==> config.mk <==
export PLATFORM = sky130hd
export DESIGN_NAME = q_four_flat
export DESIGN_NICKNAME = d
export VERILOG_FILES = /design/src/rtl/q_four_pkg.sv /design/src/rtl/q_four_if.sv /design/src/rtl/q_four_window.sv /design/src/rtl/q_four.sv /design/src/flat_wrapper.sv
export SDC_FILE = /design/constraint.sdc
export NUM_CORES = 1
export LEC_CHECK = 0
export ABC_AREA = 1
export CAP_MARGIN = 25
export CELL_PAD_IN_SITES_DETAIL_PLACEMENT = 0
export CELL_PAD_IN_SITES_GLOBAL_PLACEMENT = 1
export CORE_AREA = 2 2 39 41
export DETAILED_ROUTE_END_ITERATION = 6
export DIE_AREA = 0 0 41 43
export DONT_BUFFER_PORTS = 1
export GPL_ROUTABILITY_DRIVEN = 0
export GPL_TIMING_DRIVEN = 0
export PLACE_DENSITY = 0.6
export SLEW_MARGIN = 20
export SYNTH_ARGS = -nofsm -noshare
export SYNTH_HDL_FRONTEND = slang
export SYNTH_SLANG_ARGS = --single-unit
==> constraint.sdc <==
create_clock -name clk -period 1.4 [get_ports clk]
set_input_delay 0 -clock clk [delete_from_list [all_inputs] [get_ports clk]]
set_output_delay 0 -clock clk [all_outputs]
set_load 0.05 [all_outputs]
==> src/rtl/q_four_pkg.sv <==
// Shared constants and the counter-update helper for the q_four pattern counter.
package q_four_pkg;

    localparam int unsigned DEF_PAT_W   = 3;
    localparam logic [2:0]  DEF_PATTERN = 3'b101;
    localparam int unsigned DEF_CNT_W   = 4;

    // sat is true when the counter must hold its value (saturating build at its maximum).
    function automatic logic [31:0] next_count(input logic [31:0] cur,
                                               input logic        match,
                                               input logic        sat);
        next_count = (match && !sat) ? cur + 32'd1 : cur;
    endfunction

endpackage

==> src/rtl/q_four_if.sv <==
// Serial data in / occurrence count out bundle for q_four.
interface q_four_if #(
    parameter int unsigned CNT_W = 4
);
    logic             DAT;
    logic [CNT_W-1:0] counter;

    modport master (output DAT, input counter);
    modport slave  (input DAT, output counter);
endinterface

==> src/rtl/q_four_window.sv <==
// Sliding window over the serial stream: PAT_W-1 history bits plus the live bit,
// with a fill counter so bits from before reset release never form a window.
module q_four_window #(
    parameter int unsigned PAT_W = 3
) (
    input  logic             clk,
    input  logic             rst_n,
    input  logic             dat,
    output logic [PAT_W-1:0] window_c,
    output logic             window_valid_c
);

    localparam int unsigned HIST_W   = PAT_W - 1;
    localparam logic [3:0]  FILL_MAX = 4'(PAT_W - 1);

    logic [HIST_W-1:0] hist_q, hist_d;
    logic [3:0]        fill_q, fill_d;

    always_comb begin
        hist_d = HIST_W'({hist_q, dat});
        fill_d = fill_q;
        if (fill_q != FILL_MAX) begin
            fill_d = fill_q + 4'd1;
        end
        window_c       = {hist_q, dat};
        window_valid_c = (fill_q == FILL_MAX);
    end

    always_ff @(posedge clk or negedge rst_n) begin
        if (!rst_n) begin
            hist_q <= '0;
            fill_q <= '0;
        end else begin
            hist_q <= hist_d;
            fill_q <= fill_d;
        end
    end

endmodule

==> src/rtl/q_four.sv <==
// Counts (overlapping) occurrences of PATTERN in the serial stream bus.DAT.
// Define Q_FOUR_SAT_EN to make the counter saturate instead of wrapping.
module q_four
    import q_four_pkg::*;
#(
    parameter int unsigned      PAT_W   = DEF_PAT_W,
    parameter logic [PAT_W-1:0] PATTERN = PAT_W'(DEF_PATTERN),
    parameter int unsigned      CNT_W   = DEF_CNT_W
) (
    input  logic   clk,
    input  logic   reset,
    q_four_if.slave bus
);

`ifdef Q_FOUR_SAT_EN
    localparam bit SAT_EN = 1'b1;
`else
    localparam bit SAT_EN = 1'b0;
`endif

    logic [PAT_W-1:0] window_c;
    logic             window_valid_c;
    logic             match_c;
    logic             sat_c;
    logic [CNT_W-1:0] counter_q, counter_d;

    q_four_window #(
        .PAT_W (PAT_W)
    ) u_window (
        .clk            (clk),
        .rst_n          (reset),
        .dat            (bus.DAT),
        .window_c       (window_c),
        .window_valid_c (window_valid_c)
    );

    always_comb begin
        match_c   = window_valid_c && (window_c == PATTERN);
        sat_c     = SAT_EN && (counter_q == '1);
        counter_d = CNT_W'(next_count(32'(counter_q), match_c, sat_c));
    end

    always_ff @(posedge clk or negedge reset) begin
        if (!reset) begin
            counter_q <= '0;
        end else begin
            counter_q <= counter_d;
        end
    end

    assign bus.counter = counter_q;

endmodule

==> src/flat_wrapper.sv <==
// flat-port wrapper written by rule: the top's interface ports become plain ports
module q_four_flat import q_four_pkg::*;
#(
    parameter int unsigned      PAT_W   = DEF_PAT_W,
    parameter logic [PAT_W-1:0] PATTERN = PAT_W'(DEF_PATTERN),
    parameter int unsigned      CNT_W   = DEF_CNT_W
)
  (clk, reset, bus_DAT, bus_counter);
  q_four_if #(.CNT_W(CNT_W)) bus_i ();
  input  logic clk;
  input  logic reset;
  input wire logic [$bits(bus_i.DAT)-1:0] bus_DAT;
  output wire logic [$bits(bus_i.counter)-1:0] bus_counter;
  assign bus_i.DAT = bus_DAT;
  assign bus_counter = bus_i.counter;
  q_four #(.PAT_W(PAT_W), .PATTERN(PATTERN), .CNT_W(CNT_W)) u_core (.clk(clk), .reset(reset), .bus(bus_i));
endmodule
[Word level (Yosys, flattened, before mapping)]
Index checks and enable logic that the tools add are counted.
Operators by class
  reduce and logical (&&, ||, !) cells: 1
  eq/ne operators: 3
  add/subtract/negate cells: 2
Operators by type and width (number)
  4-bit by 1-bit adder with 4-bit output, second input constant: 2
  4-bit by 2-bit == test with 1-bit output, second input constant: 1
  4-bit by 2-bit != test with 1-bit output, second input constant: 1
  3-bit == test, second input constant: 1
  1-bit logical AND: 1
Word-level totals
  output and inout port bits: 4
  word-level logic and storage cells: 9
  input port bits: 3
  flip-flop bits (word level): 10

[Longest topological paths before layout]
Gate-level depths: netlist of run 1.
  word-level depth: 2
  gate-level depth with buffers: 7
  gate-level depth less buffers: 7

[By module]
From an unflattened synthesis of run 1, not the netlist that was laid out.
Second synthesis, totals
  cell total of the unflattened synthesis: 56
  area total of the unflattened synthesis: 486.7 µm²
By module, submodules not included
  q_four_window: area an instance 279.0 µm², cells an instance 31, seq. area each 150.1 µm², instances 1
  q_four: area an instance 207.7 µm², cells an instance 25, seq. area each 100.1 µm², instances 1

[Least setup slack after synthesis of run 1]
No wires, ideal clock.
  kind: register to register
  start: register u_core.counter_q[0] (netlist: u_core.bus.counter[0])
  end: register u_core.counter_q[2] (netlist: u_core.bus.counter[2])
  data required time: 1.280 ns
  cell stages (with the launch flop): 5
  clock period less this slack: 1.284 ns
  slack: 0.116 ns
  setup time: 0.120 ns
  path buffers: 0
  arrival time: 1.164 ns
  cell sequence: dfrtp_1 ha_1 xor2_1 nand2_1 nand2_1
Between the ends
  word-level cells in the longest chain between the ends: 1
Ends and longest elaborated chain
  start: declaration: line q_four.sv:25  | logic [CNT_W-1:0] counter_q, counter_d;
  start signal: assignment: line q_four.sv:47  | counter_q <= counter_d;
  4-bit by 1-bit adder with 4-bit output: line q_four_pkg.sv:12  | next_count = (match && !sat) ? cur + 32'd1 : cur;
Every way passes these cells.
A chain may end at the register's enable or synchronous reset.

[Worst setup path after layout of run 1]
  start: register u_core.counter_q[1] (netlist: u_core.bus.counter[1])
  end: register u_core.counter_q[2] (netlist: u_core.bus.counter[2])
Same word-level chain as after synthesis.

==> impl_summary.txt, run 1 <==
----------------------------------------------------
[Outcome]
  Outcome ... finished clean

[Logic synthesis]
  Share of the synthesized area in compound gates (AO/OA/AOI/OAI) ... around 1.0%
  Cell variety after synth ... 14
  Cells after Synth ... 52
  XOR/XNOR Fraction of Synth Area ... 7.31%
  Mean instance size in the synthesized netlist ... just over 9 um2
  Top_reg_cell synth ... dfrtp_1
  Number of synthesized register bits ... 10
  Netlist Area Pre-Place ... between 400 and 500 um2
  Ys async rst share ... between 90% and 100%
  Post-synthesis share of cell area spent on and, or, nand and nor gates ... between 20% and 30%
  Portion of synthesized cell area occupied by the leading cell type ... between 50% and 60%
  Sequential share of the synthesized area ... between 50% and 60%
  Number of enable flip-flop cells after synthesis ... 0
  Yosys Warn Count ... 0
  Adder and majority gate portion of the synthesized area ... under 10%
  Dominant combinational cell family by area after synthesis ... simple AND/OR/NAND/NOR gates
  Mux contribution to synthesized area ... 0%
  Cell type contributing the most total cell area after synthesis ... dfrtp_1
  Post-Syn Nets ... 58
  Most common library cells after synthesis ... nand2_1, dfrtp_1, inv_1
  Most repeated cell in the gate-level netlist after synthesis ... nand2_1
  Ranking of synthesized cells by area ... dfrtp_1, nand2_1, ha_1, xor2_1, inv_1

[Critical path]
  Crit path buf inv count ... 0
  Stage delay of the slowest cell on the critical path ... about 600 ps
  Kind of critical path ... register to register
  Arrival @ worst endpoint ... 1460 ps
  Setup slack on the worst flop-to-flop path ... 100 ps
  Maximum fanout along the worst path ... 5
  Crit end category ... register
  Type of element launching the critical path ... register
  Logic depth of the worst setup path including buffers ... 4
  Critical-path cell list ... ha_1, xor2_1, nand2_1, nand2_1
  Top Family by Delay on Critical Path ... flip-flops
  Highest-delay cell along the critical path ... dfrtp_1
  Required arrival time at the worst endpoint ... about 1600 ps
  Critical path origin ... u_core.bus.counter[1]
  Endpoint of the worst-slack reg-to-reg timing path ... u_core.bus.counter[2]
  Count of cells along the worst register-to-register path ... 4
  RR Startpoint ... u_core.bus.counter[1]
  Most used cell, CP ... nand2_1
  End point of the critical path ... u_core.bus.counter[2]

[Clock tree]
  Clk slew on worst S/H paths ... ~70 ps
  CTS H-Tree Depth ... 1
  Root cell of the clock tree ... clkbuf_4
  Number of buffers inserted during clock tree synthesis ... 3
  CTS Sinks ... 10
  TritonCTS clock tree ... yes
  Clock Path Buffers ... 2
  Clock latency on the worst-skew pair ... approximately 260 ps

[STA]
  Setup Skew ... ~1.7 ps
  Highest Clock Rate ... approximately 770 MHz
  Shortest clock period the worst path allows after layout ... 1300 ps
  Max-slew violation count ... 0
  Relative slew slack ... a little over 60%
  Setup violations, final ... 0
  Sum Neg Setup Slack ... 0 ps
  Final Hold Vio Count ... 0
  Setup repair after global routing missed its margin ... no
  Transition at the pin with the smallest max-transition slack ... approximately 580 ps
  Final critical-path share of the clock period ... between 90% and 100%

[Hold path]
  Cell depth of the worst hold path ... 4
  Class of the tightest hold or removal check ... primary input to register

[Global route]
  Met1 track demand over resource ... between 15 and 20%
  Global-route wire length before repair ... 1290 um
  Met2 GRT Util ... between 10% and 20%
  Number of antenna violations at the first check in global routing ... 0
  Most congested layer reported by global routing ... met1
  GR Util All Layers ... between 10 and 15%
  Maximum number of pins on one net before global-route repair ... 11
  Vias in the first global route ... roughly 310
  Met3 GRT Util ... under 10%
  Grt total ovfl ... 0

[Floorplan]
  Core ar. ... between 0.001 and 0.0015 mm2
  Die outline height ... about 43 um
  Initial core utilization ... about 35%
  Horizontal extent of the die ... a little over 40 um
  Die area ... between 0.0015 and 0.002 mm2
  Top-level I/O count ... 7
  Count of standard-cell rows ... 14

[Route]
  Number of nets with antenna violations after routing ... 0
  Via-to-Cell Ratio ... ~4.3
  Iteration count of the initial detailed-routing pass ... 1
  Final Routed Wirelength ... approximately 760 um
  WL per Instance ... 10.3 um
  DRC viols ... 0
  DRC violation total after the first TritonRoute iteration ... 0
  Via count ... between 300 and 400

[Pwr]
  Switching part of the total ... 41.9%
  Cell Int Power ... 0.000545 W
  Power density normalized to cell area ... approximately 1700 mW/mm2
  Power share of the combinational group ... between 10% and 20%
  Clock network fraction of total power ... 27.6%
  Highest ir drop seen on vdd ... approximately 0.64 mV
  Share of total power in sequential cells ... slightly above 60%
  NetSw ... a little under 0.0004 W
  Leakage ... 0.290 nW

[Placement]
  HPWL reported at the end of detailed placement ... between 500 and 600 um
  Post-place instance area ... 499 um2
  Placed Instances ... around 70
  Number of buffers added on ports ... 0

[Cells and area]
  Ratio of cells with drive above 1 in the final layout ... between 10% and 20%
  Synth-to-Final Area Change ... 16.2%
  Diode insertion count for antenna repair ... 0
  Post-route cell area ... 557 um2
  Post-layout net count ... 65
  Final standard cell count with taps included and fillers excluded ... 74

[Flow run]
  Maximum capacitance violations ... 0

----------------------------------------------------
-- worst min-delay path by stage --
| stage | from | to | slack (ps) |
|---|---|---|---|
| floorplan | reset | u_core.bus.counter[0] | -300 |
| global placement | reset | u_core.u_window.fill_q[2] | -300 |
| detailed placement | reset | u_core.u_window.fill_q[2] | -300 |
| CTS | bus_DAT | u_core.bus.counter[0] | 30 |
| global route | bus_DAT | u_core.bus.counter[0] | 40 |
| finish | bus_DAT | u_core.bus.counter[0] | 30 |
-- layout make-up --
cell class	count	area, um2
clock buffer	4	36.3
fill	151	827
inverter	6	22.5
multi-input combinational	36	206
sequential	10	251
tap	16	20.0
timing repair buffer	2	20.0
-- kinds of logic (layout without fill, tap and decap cells) --
family                   count (synthesis)  in the layout
AO/OA/AOI/OAI                            1              1
AND/OR/NAND/NOR                         28             28
flip-flops                              10             10
XOR/XNOR                                 4              4
buffers and inverters                    6             12
adder cells (fa/ha/maj)                  3              3
-- state kept, by name, summed over array words and instances (netlist names) --
register / count
u_core.u_window.fill_q: 4
u_core.bus.counter: 4
u_core.u_window.hist_q: 2
-- power by group through the flow --
stage | clock network, W | logic [W] | registers, W
after global placement | 0 | 0.0000991 | 0.000578
after detailed placement | 0 | 0.0000997 | 0.000580
after global routing | 0.000282 | 0.000132 | 0.000583
after floorplan | 0 | 0.0000881 | 0.000559
after CTS | 0.000269 | 0.000110 | 0.000573
final | 0.000259 | 0.000107 | 0.000572
-- through the flow --
step	worst slack, ps	util, %	hold WS [ps]	power (W)
final	95.7	40.2	30.0	0.000938
after detailed placement	63.4	36.1	-295	0.000680
after CTS	54.0	40.1	30.4	0.000952
after global routing	25.7	40.2	43.9	0.000997
after global placement	68.3	36.1	-295	0.000677
after floorplan	116	-	-296	0.000648
-- layout by cell type, fill, tap and decap left out --
cell type,instances
clkbuf_4,3
clkbuf_8,1
dfrtp_1,9
dfrtp_2,1
dlygate4sd3_1,2
ha_1,3
inv_1,5
inv_2,1
nand2_1,17
nand2_2,2
nand3_1,3
nand4_1,1
nor2_1,2
nor2_2,2
nor2_4,1
o21ai_0,1
xnor2_1,1
xor2_1,3
-- layer usage --
layer  share of wire (%)  vias to the layer above
li1                    -                      174
met1                  50                      141
met4                0.92                        0
met3                 3.0                        2
met5                   0                        -
met2                  46                        3
-- worst register-to-register path, delay by kind of cell (launching register included) --
| kind | cells | cell delay, ps |
|---|---|---|
| adders and majority gates | 1 | 310 |
| xor gates and xnor gates | 1 | 150 |
| DFF | 1 | 600 |
| and+or+nand+nor | 2 | 140 |
-- timing repair --
item                                    4_1_cts  5_1_grt
resized for setup                             0        1
hold buffers                                  2        0
setup buffers                                 0        0
endpoints found under the hold margin        11        0
endpoints found under the setup margin        0        1
Power figures use the tool's default switching activity.
==> run 2, diff against run 1 <==
--- a/config.mk
+++ b/config.mk
@@ -7,15 +7,13 @@
 export LEC_CHECK = 0
 export ABC_AREA = 1
 export CAP_MARGIN = 25
-export CELL_PAD_IN_SITES_DETAIL_PLACEMENT = 0
-export CELL_PAD_IN_SITES_GLOBAL_PLACEMENT = 1
 export CORE_AREA = 2 2 39 41
 export DETAILED_ROUTE_END_ITERATION = 6
 export DIE_AREA = 0 0 41 43
 export DONT_BUFFER_PORTS = 1
 export GPL_ROUTABILITY_DRIVEN = 0
 export GPL_TIMING_DRIVEN = 0
-export PLACE_DENSITY = 0.6
+export PLACE_DENSITY = 0.5
 export SLEW_MARGIN = 20
 export SYNTH_ARGS = -nofsm -noshare
 export SYNTH_HDL_FRONTEND = slang
==> constraint.sdc (replaced) <==
create_clock -name clk -period 1.2 [get_ports clk]
set_input_delay 0 -clock clk [delete_from_list [all_inputs] [get_ports clk]]
set_output_delay 0 -clock clk [all_outputs]
set_load 0.05 [all_outputs]
==> impl_summary.txt, run 2 (synthesis gave the netlist of run 1 again) <==
----------------------------------------------------
[STA]
  Setup violations, final ... 0
  Setup Skew ... about 4.6 ps
  Relative slew slack ... just over 60%
  Final Hold Vio Count ... 0
  Shortest clock period the worst path allows after layout ... around 1200 ps
  Final critical-path share of the clock period ... 99.7%
  Max-slew violation count ... 0
  Setup repair after global routing missed its margin ... yes
  Highest Clock Rate ... around 840 MHz
  Transition at the pin with the smallest max-transition slack ... roughly 560 ps

[Flow run]
  Maximum capacitance violations ... 0

[Clock tree]
  Root cell of the clock tree ... clkbuf_4
  Clock Path Buffers ... 2
  Number of buffers inserted during clock tree synthesis ... 3
  CTS H-Tree Depth ... 1
  Clk slew on worst S/H paths ... ~60 ps
  CTS Sinks ... 10
  TritonCTS clock tree ... yes
  Clock latency on the worst-skew pair ... ~260 ps

[Critical path]
  Arrival @ worst endpoint ... between 1000 and 1500 ps
  Crit end category ... register
  Required arrival time at the worst endpoint ... roughly 1300 ps
  Highest-delay cell along the critical path ... dfrtp_2
  Most used cell, CP ... nand2_1
  Kind of critical path ... register to register
  Critical-path cell list ... ha_2, xor2_1, nand2_1, nand2_1
  Maximum fanout along the worst path ... 6
  Crit path buf inv count ... 0
  Top Family by Delay on Critical Path ... flip-flops
  Type of element launching the critical path ... register
  Stage delay of the slowest cell on the critical path ... 540 ps

[Pwr]
  Leakage ... approximately 0.30 nW
  Highest ir drop seen on vdd ... between 0.7 and 0.8 mV
  Power density normalized to cell area ... about 1700 mW/mm2
  Total Power Consumption ... just over 0.001 W

[Route]
  Via count ... about 340
  DRC violation total after the first TritonRoute iteration ... 0
  Via-to-Cell Ratio ... roughly 4.4
  Number of nets with antenna violations after routing ... 0
  WL per Instance ... approximately 11 um
  Iteration count of the initial detailed-routing pass ... 1
  DRC viols ... 0
  Final Routed Wirelength ... roughly 800 um

[Cells and area]
  Synth-to-Final Area Change ... 23.0%
  Most frequent cells in the layout ... nand2_1, dfrtp_1, inv_1
  Commonest non-fill, non-tap cell in the layout ... nand2_1
  Diode insertion count for antenna repair ... 0
  Fin util ... about 43%
  Ratio of cells with drive above 1 in the final layout ... 31.7%
  Post-layout net count ... 68

[Outcome]
  Outcome ... finished clean

[Global route]
  Number of antenna violations at the first check in global routing ... 0
  Vias in the first global route ... between 300 and 400
  Grt total ovfl ... 0
  GR Util All Layers ... 11.4%
  Global-route wire length before repair ... around 1300 um
  Maximum number of pins on one net before global-route repair ... 11

[Hold path]
  Class of the tightest hold or removal check ... primary input to register

[Floorplan]
  Initial core utilization ... 34.6%
  Top-level I/O count ... 7
  Die area ... 0.00176 mm2
  Horizontal extent of the die ... about 40 um
  Core ar. ... roughly 0.0014 mm2
  Count of standard-cell rows ... 14
  Die outline height ... between 40 and 50 um

[Placement]
  HPWL reported at the end of detailed placement ... 546 um
  Number of buffers added on ports ... 0

----------------------------------------------------
## run 2: cell count changes in the layout (fill, tap and decap cells not counted), sizes merged
cell / previous run / this run
buf: 0 / 3
clkbuf: 4 / 3
## run 2: where the power goes
part | switching (W) | internal [W]
Combinational | 0.0000682 | 0.0000682
Sequential | 0.000280 | 0.000395
Clock | 0.000100 | 0.000115
## run 2: area by class of cell
class	count	area [um2]
Timing Repair Buffer	5	42.5
Multi-Input combinational cell	36	229
Inverter	6	22.5
Fill cell	137	795
Sequential cell	10	253
Tap cell	16	20.0
Clock buffer	3	22.5
## run 2: layer usage
metal,part of all wire [%],global-route usage [%],vias up
met5,0,0,-
met4,0,4.00,0
met3,3.9,6.28,0
met2,47,14.7,5
met1,49,15.9,154
li1,-,-,177
## run 2: path summary, 6_finish.rpt
check                                          startpoint                   endpoint  slack [ps]  cells after the start
min in group asynchronous                           reset  u_core.u_window.hist_q[1]         130                      1
worst min register to register  u_core.u_window.hist_q[0]  u_core.u_window.hist_q[1]         380                      0
worst max register to register      u_core.bus.counter[0]      u_core.bus.counter[2]           3                      4
max in group asynchronous                           reset      u_core.bus.counter[0]         730                      1
worst min-delay path                              bus_DAT      u_core.bus.counter[1]          40                      4
worst max-delay path                u_core.bus.counter[0]      u_core.bus.counter[2]           3                      4
## run 2: worst register-to-register path, cell delays in order, from the launching register on
cell	delay (ps)
dfrtp_2	540
ha_2	250
xor2_1	150
nand2_1	100
nand2_1	50
## run 2: metrics by stage
step                      hold slack (ps)  cells  area [um2]  setup TNS, ps  setup slack [ps]
after detailed placement             -295     68         502           -219             -60.9
after CTS                            35.6     74         559              0              8.09
after floorplan                      -296     52         482              0              36.5
after global routing                 51.6     76         589           -361             -76.9
after global placement               -295     68         502           -265             -72.8
final                                37.6     76         589              0              3.10
## run 2: what timing repair did
action | in CTS | in global routing
setup buffers | 1 | 2
endpoints found under the hold margin | 11 | 0
setup endpoints to repair | 4 | 4
hold buffers | 2 | 0
pin swaps | 0 | 2
gates cloned | 0 | 0
gates resized for setup | 2 | 5
==> run 3, diff against run 2 <==
--- a/config.mk
+++ b/config.mk
@@ -13,7 +13,7 @@
 export DONT_BUFFER_PORTS = 1
 export GPL_ROUTABILITY_DRIVEN = 0
 export GPL_TIMING_DRIVEN = 0
-export PLACE_DENSITY = 0.5
+export PLACE_DENSITY_LB_ADDON = 0.05
 export SLEW_MARGIN = 20
 export SYNTH_ARGS = -nofsm -noshare
 export SYNTH_HDL_FRONTEND = slang
==> impl_summary.txt, run 3 (synthesis gave the netlist of run 1 again) <==
----------------------------------------------------
[STA]
  Final critical-path share of the clock period ... a little over nine tenths
  Final-layout worst hold slack ... between 15 and 20 ps
  Final Hold Vio Count ... 0
  Setup Skew ... 6.05 ps
  Shortest clock period the worst path allows after layout ... 1160 ps
  Setup repair after global routing missed its margin ... no
  Highest Clock Rate ... around 860 MHz
  Relative slew slack ... between 60% and 70%
  Setup violations, final ... 0
  Max-slew violation count ... 0
  Transition at the pin with the smallest max-transition slack ... between 400 and 500 ps

[Flow run]
  Maximum capacitance violations ... 0

[Hold path]
  Cell depth of the worst hold path ... 4
  Class of the tightest hold or removal check ... primary input to register
  Worst hold start ... bus_DAT
  Worst Hold Endpoint ... u_core.bus.counter[3]

[Floorplan]
  Horizontal extent of the die ... about 40 um
  Die area ... 0.00176 mm2
  Top-level I/O count ... 7
  Die outline height ... between 40 and 50 um
  Count of standard-cell rows ... 14
  Initial core utilization ... 34.6%
  Core ar. ... about 0.0014 mm2

[Pwr]
  Leakage ... between 0.2 and 0.3 nW
  Total Power Consumption ... between 0.001 and 0.0015 W
  Power density normalized to cell area ... roughly 1800 mW/mm2
  Highest ir drop seen on vdd ... roughly 0.76 mV

[Route]
  Number of nets with antenna violations after routing ... 0
  Via-to-Cell Ratio ... ~4.5
  DRC violation total after the first TritonRoute iteration ... 5
  Iteration count of the initial detailed-routing pass ... 3
  Final Routed Wirelength ... approximately 860 um
  WL per Instance ... 11.3 um
  DRC viols ... 0
  Via count ... 341

[Critical path]
  Setup slack on the worst flop-to-flop path ... around 37 ps
  Type of element launching the critical path ... register
  Maximum fanout along the worst path ... 6
  RR Startpoint ... u_core.bus.counter[0]
  Required arrival time at the worst endpoint ... 1370 ps
  Count of cells along the worst register-to-register path ... 4
  Arrival @ worst endpoint ... 1330 ps
  Crit end category ... register
  Endpoint of the worst-slack reg-to-reg timing path ... u_core.bus.counter[2]
  Kind of critical path ... register to register

[Global route]
  Number of antenna violations at the first check in global routing ... 0
  Maximum number of pins on one net before global-route repair ... 11
  Global-route wire length before repair ... approximately 1500 um
  GR Util All Layers ... 12.7%
  Grt total ovfl ... 0
  Vias in the first global route ... roughly 360

[Outcome]
  Outcome ... finished clean

[Clock tree]
  Clock latency on the worst-skew pair ... 270 ps
  TritonCTS clock tree ... yes
  Clk slew on worst S/H paths ... about 70 ps
  Clock Path Buffers ... 2
  CTS Sinks ... 10
  CTS H-Tree Depth ... 1
  Root cell of the clock tree ... clkbuf_4
  Number of buffers inserted during clock tree synthesis ... 3

[Cells and area]
  Commonest non-fill, non-tap cell in the layout ... nand2_1
  Synth-to-Final Area Change ... 23.2%
  Post-layout net count ... between 60 and 70
  Diode insertion count for antenna repair ... 0
  Ratio of cells with drive above 1 in the final layout ... between 30% and 40%
  Most frequent cells in the layout ... nand2_1, dfrtp_1, inv_1

[Placement]
  HPWL reported at the end of detailed placement ... roughly 600 um
  Number of buffers added on ports ... 0

----------------------------------------------------
run 3: cell count changes in the layout (fill, tap and decap cells not counted), sizes merged:
cell	before	now
buf	3	2
clkbuf	3	4
run 3: through the flow:
| step | setup TNS [ps] | std cells | util [%] | instance area, um2 | setup WS [ps] |
|---|---|---|---|---|---|
| global placement | -5.73 | 68 | 36.3 | 502 | -2.75 |
| CTS | 0 | 75 | 40.7 | 563 | 7.22 |
| global route | 0 | 76 | 42.7 | 591 | 1.68 |
| finish | 0 | 76 | 42.7 | 591 | 36.5 |
| floorplan | 0 | 52 | - | 482 | 36.5 |
| detailed placement | -120 | 68 | 36.3 | 502 | -37.4 |
run 3: worst max-delay path: stages (launching register included):
cell     delay (ps)
dfrtp_4         580
ha_4            190
xor2_1          150
nand2_1          80
nand2_1          50
run 3: cell type report:
class                      instances  area (um2)
clock buffer                       4        26.3
fill                             141         793
inverter                           6        22.5
multi-input combinational         36         229
sequential                        10         258
tap                               16        20.0
timing repair buffer               4        35.0
run 3: worst max path at each step:
stage	from	to	slack (ps)	depth (start not counted)
after floorplan	u_core.bus.counter[0]	u_core.bus.counter[2]	40	4
after global placement	u_core.u_window.fill_q[0]	u_core.bus.counter[0]	-3	7
after detailed placement	u_core.u_window.fill_q[0]	u_core.bus.counter[2]	-40	7
after CTS	u_core.bus.counter[0]	u_core.bus.counter[2]	7	4
after global routing	u_core.u_window.fill_q[0]	u_core.bus.counter[0]	2	7
final	u_core.bus.counter[0]	u_core.bus.counter[2]	40	4
run 3: power by group:
part	switching (W)	internal, W
Sequential	0.000286	0.000406
Combinational	0.0000697	0.0000730
Clock	0.000124	0.000129
run 3: routing by layer:
layer	part of all wire [%]	GRT usage (%)
met1	49	16.9
met2	48	16.6
met3	2.4	3.14
met4	0.93	10.0
met5	0	0
run 3: repair_timing:
item | CTS | global route
hold buffers | 2 | 0
hold endpoints to repair | 11 | 0
buffers inserted | 1 | 1
endpoints found under the setup margin | 4 | 4
pin swaps | 0 | 4
resized for setup | 2 | 6
